**src/rtl/uart_tx_byte_if.sv**
```systemverilog
// Byte-in / serial-out handshake bundle for uart_tx_byte.
// The upstream sequencer uses the master modport; the transmitter uses the slave modport.
interface uart_tx_byte_if;
  logic [7:0] data_in;
  logic       SEND;
  logic       BUSY;
  logic       TX;
  logic       DONE;

  modport master (
    output data_in,
    output SEND,
    input  BUSY,
    input  TX,
    input  DONE
  );

  modport slave (
    input  data_in,
    input  SEND,
    output BUSY,
    output TX,
    output DONE
  );
endinterface

```
**src/rtl/uart_tx_byte.sv**
```systemverilog
// UART byte transmitter: start bit, 8 data bits LSB first, optional even parity, 1-2 stop bits.
// Define UART_TX_PARITY_EN to compile in the PARITY state.
module uart_tx_byte #(
  parameter int unsigned CLK_DIV   = 868,
  parameter int unsigned STOP_BITS = 1
) (
  input logic           clk,
  input logic           rst_n,
  uart_tx_byte_if.slave bus
);

  localparam logic [15:0] BaudReload = 16'(CLK_DIV - 1);
  localparam logic [2:0]  StopLast   = 3'(STOP_BITS - 1);

  typedef enum logic [2:0] {
    StIdle,
    StStart,
    StData,
`ifdef UART_TX_PARITY_EN
    StParity,
`endif
    StStop
  } state_e;

  state_e      state_q, state_d;
  logic [15:0] baud_q, baud_d;
  logic [2:0]  bit_q, bit_d;
  logic [7:0]  shift_q, shift_d;
  logic        tx_q, tx_d;
  logic        busy_q, busy_d;
  logic        done_q, done_d;
  logic        baud_last;

`ifdef UART_TX_PARITY_EN
  logic        parity_q, parity_d;
`endif

  assign baud_last = (baud_q == 16'd0);

  always_comb begin
    state_d  = state_q;
    baud_d   = baud_last ? BaudReload : baud_q - 16'd1;
    bit_d    = bit_q;
    shift_d  = shift_q;
    tx_d     = tx_q;
    busy_d   = busy_q;
    done_d   = 1'b0;
`ifdef UART_TX_PARITY_EN
    parity_d = parity_q;
`endif

    unique case (state_q)
      StIdle: begin
        tx_d   = 1'b1;
        busy_d = 1'b0;
        baud_d = 16'd0;
        if (bus.SEND) begin
          state_d  = StStart;
          baud_d   = BaudReload;
          bit_d    = 3'd0;
          shift_d  = bus.data_in;
          tx_d     = 1'b0;
          busy_d   = 1'b1;
`ifdef UART_TX_PARITY_EN
          parity_d = ^bus.data_in;
`endif
        end
      end
      StStart: begin
        if (baud_last) begin
          state_d = StData;
          bit_d   = 3'd0;
          tx_d    = shift_q[0];
        end
      end
      StData: begin
        if (baud_last) begin
          if (bit_q == 3'd7) begin
            bit_d = 3'd0;
`ifdef UART_TX_PARITY_EN
            state_d = StParity;
            tx_d    = parity_q;
`else
            state_d = StStop;
            tx_d    = 1'b1;
`endif
          end else begin
            bit_d   = bit_q + 3'd1;
            shift_d = {1'b0, shift_q[7:1]};
            tx_d    = shift_q[1];
          end
        end
      end
`ifdef UART_TX_PARITY_EN
      StParity: begin
        if (baud_last) begin
          state_d = StStop;
          bit_d   = 3'd0;
          tx_d    = 1'b1;
        end
      end
`endif
      StStop: begin
        // Registered DONE: set one clock early so it is high in the last stop clock.
        done_d = (baud_q == 16'd1) && (bit_q == StopLast);
        if (baud_last) begin
          if (bit_q == StopLast) begin
            state_d = StIdle;
            busy_d  = 1'b0;
            baud_d  = 16'd0;
            bit_d   = 3'd0;
          end else begin
            bit_d = bit_q + 3'd1;
          end
        end
      end
      default: begin
        state_d = StIdle;
        tx_d    = 1'b1;
        busy_d  = 1'b0;
        baud_d  = 16'd0;
      end
    endcase
  end

  always_ff @(posedge clk or negedge rst_n) begin
    if (!rst_n) begin
      state_q  <= StIdle;
      baud_q   <= 16'd0;
      bit_q    <= 3'd0;
      shift_q  <= 8'd0;
      tx_q     <= 1'b1;
      busy_q   <= 1'b0;
      done_q   <= 1'b0;
`ifdef UART_TX_PARITY_EN
      parity_q <= 1'b0;
`endif
    end else begin
      state_q  <= state_d;
      baud_q   <= baud_d;
      bit_q    <= bit_d;
      shift_q  <= shift_d;
      tx_q     <= tx_d;
      busy_q   <= busy_d;
      done_q   <= done_d;
`ifdef UART_TX_PARITY_EN
      parity_q <= parity_d;
`endif
    end
  end

  assign bus.TX   = tx_q;
  assign bus.BUSY = busy_q;
  assign bus.DONE = done_q;

endmodule

```
**src/flat_wrapper.sv**
```systemverilog
// flat-port wrapper written by rule: the top's interface ports become plain ports
module uart_tx_byte_flat 
#(
  parameter int unsigned CLK_DIV   = 868,
  parameter int unsigned STOP_BITS = 1
)
  (clk, rst_n, bus_data_in, bus_SEND, bus_BUSY, bus_TX, bus_DONE);
  uart_tx_byte_if bus_i ();
  input logic clk;
  input logic rst_n;
  input wire logic [$bits(bus_i.data_in)-1:0] bus_data_in;
  input wire logic [$bits(bus_i.SEND)-1:0] bus_SEND;
  output wire logic [$bits(bus_i.BUSY)-1:0] bus_BUSY;
  output wire logic [$bits(bus_i.TX)-1:0] bus_TX;
  output wire logic [$bits(bus_i.DONE)-1:0] bus_DONE;
  assign bus_i.data_in = bus_data_in;
  assign bus_i.SEND = bus_SEND;
  assign bus_BUSY = bus_i.BUSY;
  assign bus_TX = bus_i.TX;
  assign bus_DONE = bus_i.DONE;
  uart_tx_byte #(.CLK_DIV(CLK_DIV), .STOP_BITS(STOP_BITS)) u_core (.clk(clk), .rst_n(rst_n), .bus(bus_i));
endmodule
```
**config.mk**
```make
export PLATFORM = sky130hd
export DESIGN_NAME = uart_tx_byte_flat
export DESIGN_NICKNAME = d
export VERILOG_FILES = /design/src/rtl/uart_tx_byte_if.sv /design/src/rtl/uart_tx_byte.sv /design/src/flat_wrapper.sv
export SDC_FILE = /design/constraint.sdc
export NUM_CORES = 1
export LEC_CHECK = 0
export ABC_AREA = 0
export CAP_MARGIN = 20
export CORE_MARGIN = 5
export CORE_UTILIZATION = 42
export CTS_BUF_LIST = sky130_fd_sc_hd__clkbuf_4
export CTS_CLUSTER_DIAMETER = 40
export CTS_CLUSTER_SIZE = 25
export DETAILED_ROUTE_END_ITERATION = 8
export SYNTH_ARGS = -nofsm -noshare
export SYNTH_HDL_FRONTEND = slang
export SYNTH_SLANG_ARGS = --single-unit
```
**constraint.sdc**
```tcl
create_clock -name clk -period 4.4 [get_ports clk]
set_clock_uncertainty 0.2 [all_clocks]
set_input_delay 0.88 -clock clk [delete_from_list [all_inputs] [get_ports clk]]
set_output_delay 0.88 -clock clk [all_outputs]
set_load 0.01 [all_outputs]
```
==> reports/metrics.cfg <==
[worst_setup_path]
worst_ep_arrival_time_ps = 3140
worstSetupPathType = flop to flop
end_kind = flop
cp_max_fo = 15
path_delay_family = simple AND/OR/NAND/NOR gates
max_stage_delay_ps = 870
cp_cell_sequence = or4_1 -> or4_1 -> a211oi_4 -> mux2_1
critPathMostFrequentCell = or4_1
critPathLaunchType = flop
crit_path_start = u_core.baud_q[10]
r2r_cells = 4
worstPathRequired_ps = 4420
r2r_end = u_core.bit_q[0]
path_buf_inv = 0
crit_path_top_delay_cell = or4_1
ff2ff_setup_slack_ps = 1280
rr_startpoint = u_core.baud_q[10]

[global_routing]
first_global_vias = 1623
antenna_found_initial = 0
grt_util_all_layers = 0.158
gr-total-overflow = 0
grt_max_degree = 33
grt_pass1_wl_um = 7750

[synth]
syn_area_mm2 = 0.00196
synth_seq_cells = 32
yosys.area.top_type = dfrtp_1
synth_seq_area_share = 0.408
yosysWarnings = 0
synthArstFlopShare = 1.00
synth_ff_type = dfrtp_1
avgSynthCellArea_um2 = 9.68
synth_nets = 225
ys_types = 45
syn_inst = 203
synth_edf_count = 0
synth_common_cells = dfrtp_1 (31), nor2_1 (13), a21oi_1 (11), ha_1 (11), nor3_1 (11)
synthTopCellsByArea = dfrtp_1 (39%), ha_1 (7.0%), o221a_2 (4.0%)
yosysMostFrequentCell = dfrtp_1
yosys.area.top_type_share = 0.395

[routing]
drc = 0
drt-total-wl_um = 4380
first_pass_iters = 4
dr.first_iter.drc_count = 67
drtAntennaViolNets = 0
vias = 1600
via_per_inst = 5.97
wl_per_cell_um = 16.4

[timing]
layout_setup_ws_ps = 1280
holdWs_ps = 296
tns_ps = 0
fmax_ghz = 0.321
rsz0062_at_grt = no
hold_violations = 0
setup_violations = 0
drv_slew = 0
maxSlewHeadroom = 0.397
tightestPinTransition_ps = 896
min_period_ps = 3120
min_period_over_period = 0.709

[placed_design]
placed_cells = 260
place_area_mm2 = 0.00213
dp_worst_setup_slack_ps = 1300
port_buffers = 13
gp_congestion = 0.844
dp_hpwl_um = 3210

[cells_and_area]
multi_input_area_mm2 = 0.00108
drive_gt1_frac = 0.106
fill_cells = 420
seq_area_um2 = 802
syn_to_final_growth_pct = 12.3
final_util = 0.496
insertedDiodeCount = 0
fin_area_mm2 = 0.00221
nNetsFinal = 237
stdcell_count = 268

[power_and_ir_drop]
leakagePower_nw = 0.930
p_total_mw = 0.538
powerDensity_mw_per_mm2 = 244
ir_drop_v = 0.000139

[flow_run]
cap_violations = 0

[clock_network]
clockBufferDepth = 2
clk_pin_slew_ps = 100
cts_resized = 0
cts_hold_buf = 0
clk_latency_ps = 340
cts_sinks = 32
cts-root-buf = clkbuf_4
htreeDepth = 2
cts_tree = yes
postCtsSetupBuffers = 0
cts-buffers-inserted = 5

[die]
dieHeight_um = 78.4
ios = 14
placementRows = 24
core_area_mm2 = 0.00444
die_area_mm2 = 0.00614
die_width_um = 78.4
start_util = 0.442

[status]
status = finished, final reports clean

[min_path]
min_from = u_core.shift_q[7]
worstHoldPathType = flop to flop
whs_endpoint = u_core.shift_q[7]
hold_depth = 1

## sequential cells by signal, indices dropped and copies added (netlist names)
name             cells
u_core.baud_q       16
u_core.bus.BUSY      1
u_core.state_q       2
u_core.bus.DONE      1
u_core.bus.TX        1
u_core.bit_q         3
u_core.shift_q       8
## worst register-to-register path, stage by stage, from the launching register on
cell and delay (ps):
dfrtp_1 430, or4_1 760, or4_1 870, a211oi_4 380, mux2_1 360
## routing by layer
layer  global-route usage  wire [µm]  part of all wire
met1                0.211       2070              0.47
met2                0.254       2130              0.48
met3               0.0343        128             0.029
met4               0.0559         61             0.014
met5                    0          0                 0
## layout make-up
type | count | area share
multi-input cells | 151 | 0.488
flip-flops and latches | 32 | 0.364
repair buffers | 15 | 0.0658
well taps | 52 | 0.0295
clock buffers | 6 | 0.0204
inverters | 10 | 0.0170
clock inverters | 2 | 0.0159
## kinds of logic (layout without fill, tap and decap cells)
group           Yosys count  in the layout  share of synthesized area
compound gates           59             59                      0.219
xor+xnor                  5              5                     0.0223
fa+ha+maj                11             11                     0.0701
buf+inv                  20             33                     0.0439
flops                    32             32                      0.408
mux                       6              6                     0.0325
simple gates             70             70                      0.204
## layout by cell type (no fill, tap or decap), types with 5 or more instances in the layout
master	n
a21oi_1	11
clkbuf_4	6
clkdlybuf4s50_1	13
dfrtp_1	31
ha_1	11
inv_1	10
nand2_1	5
nand2b_1	5
nor2_1	13
nor3_1	11
o211ai_1	7
o21ai_0	6
o21ai_1	8
o221a_2	7
o41ai_1	8
or4_1	8
## power breakdown
group | internal (mW) | switching, mW | leakage, nW
Clock | 0.125 | 0.103 | 0.0456
Sequential | 0.294 | 0 | 0.403
Combinational | 0.00842 | 0.00709 | 0.481
## worst max path at each step
| stage | end | depth (start not counted) |
|---|---|---|
| after floorplan | u_core.bit_q[0] | 8 |
| after global placement | u_core.bit_q[0] | 4 |
| after detailed placement | u_core.bit_q[0] | 4 |
| after CTS | u_core.bit_q[0] | 4 |
| after global routing | u_core.bit_q[0] | 4 |
| final | u_core.bit_q[0] | 4 |
No activity file was read; power rests on OpenSTA's default activity.
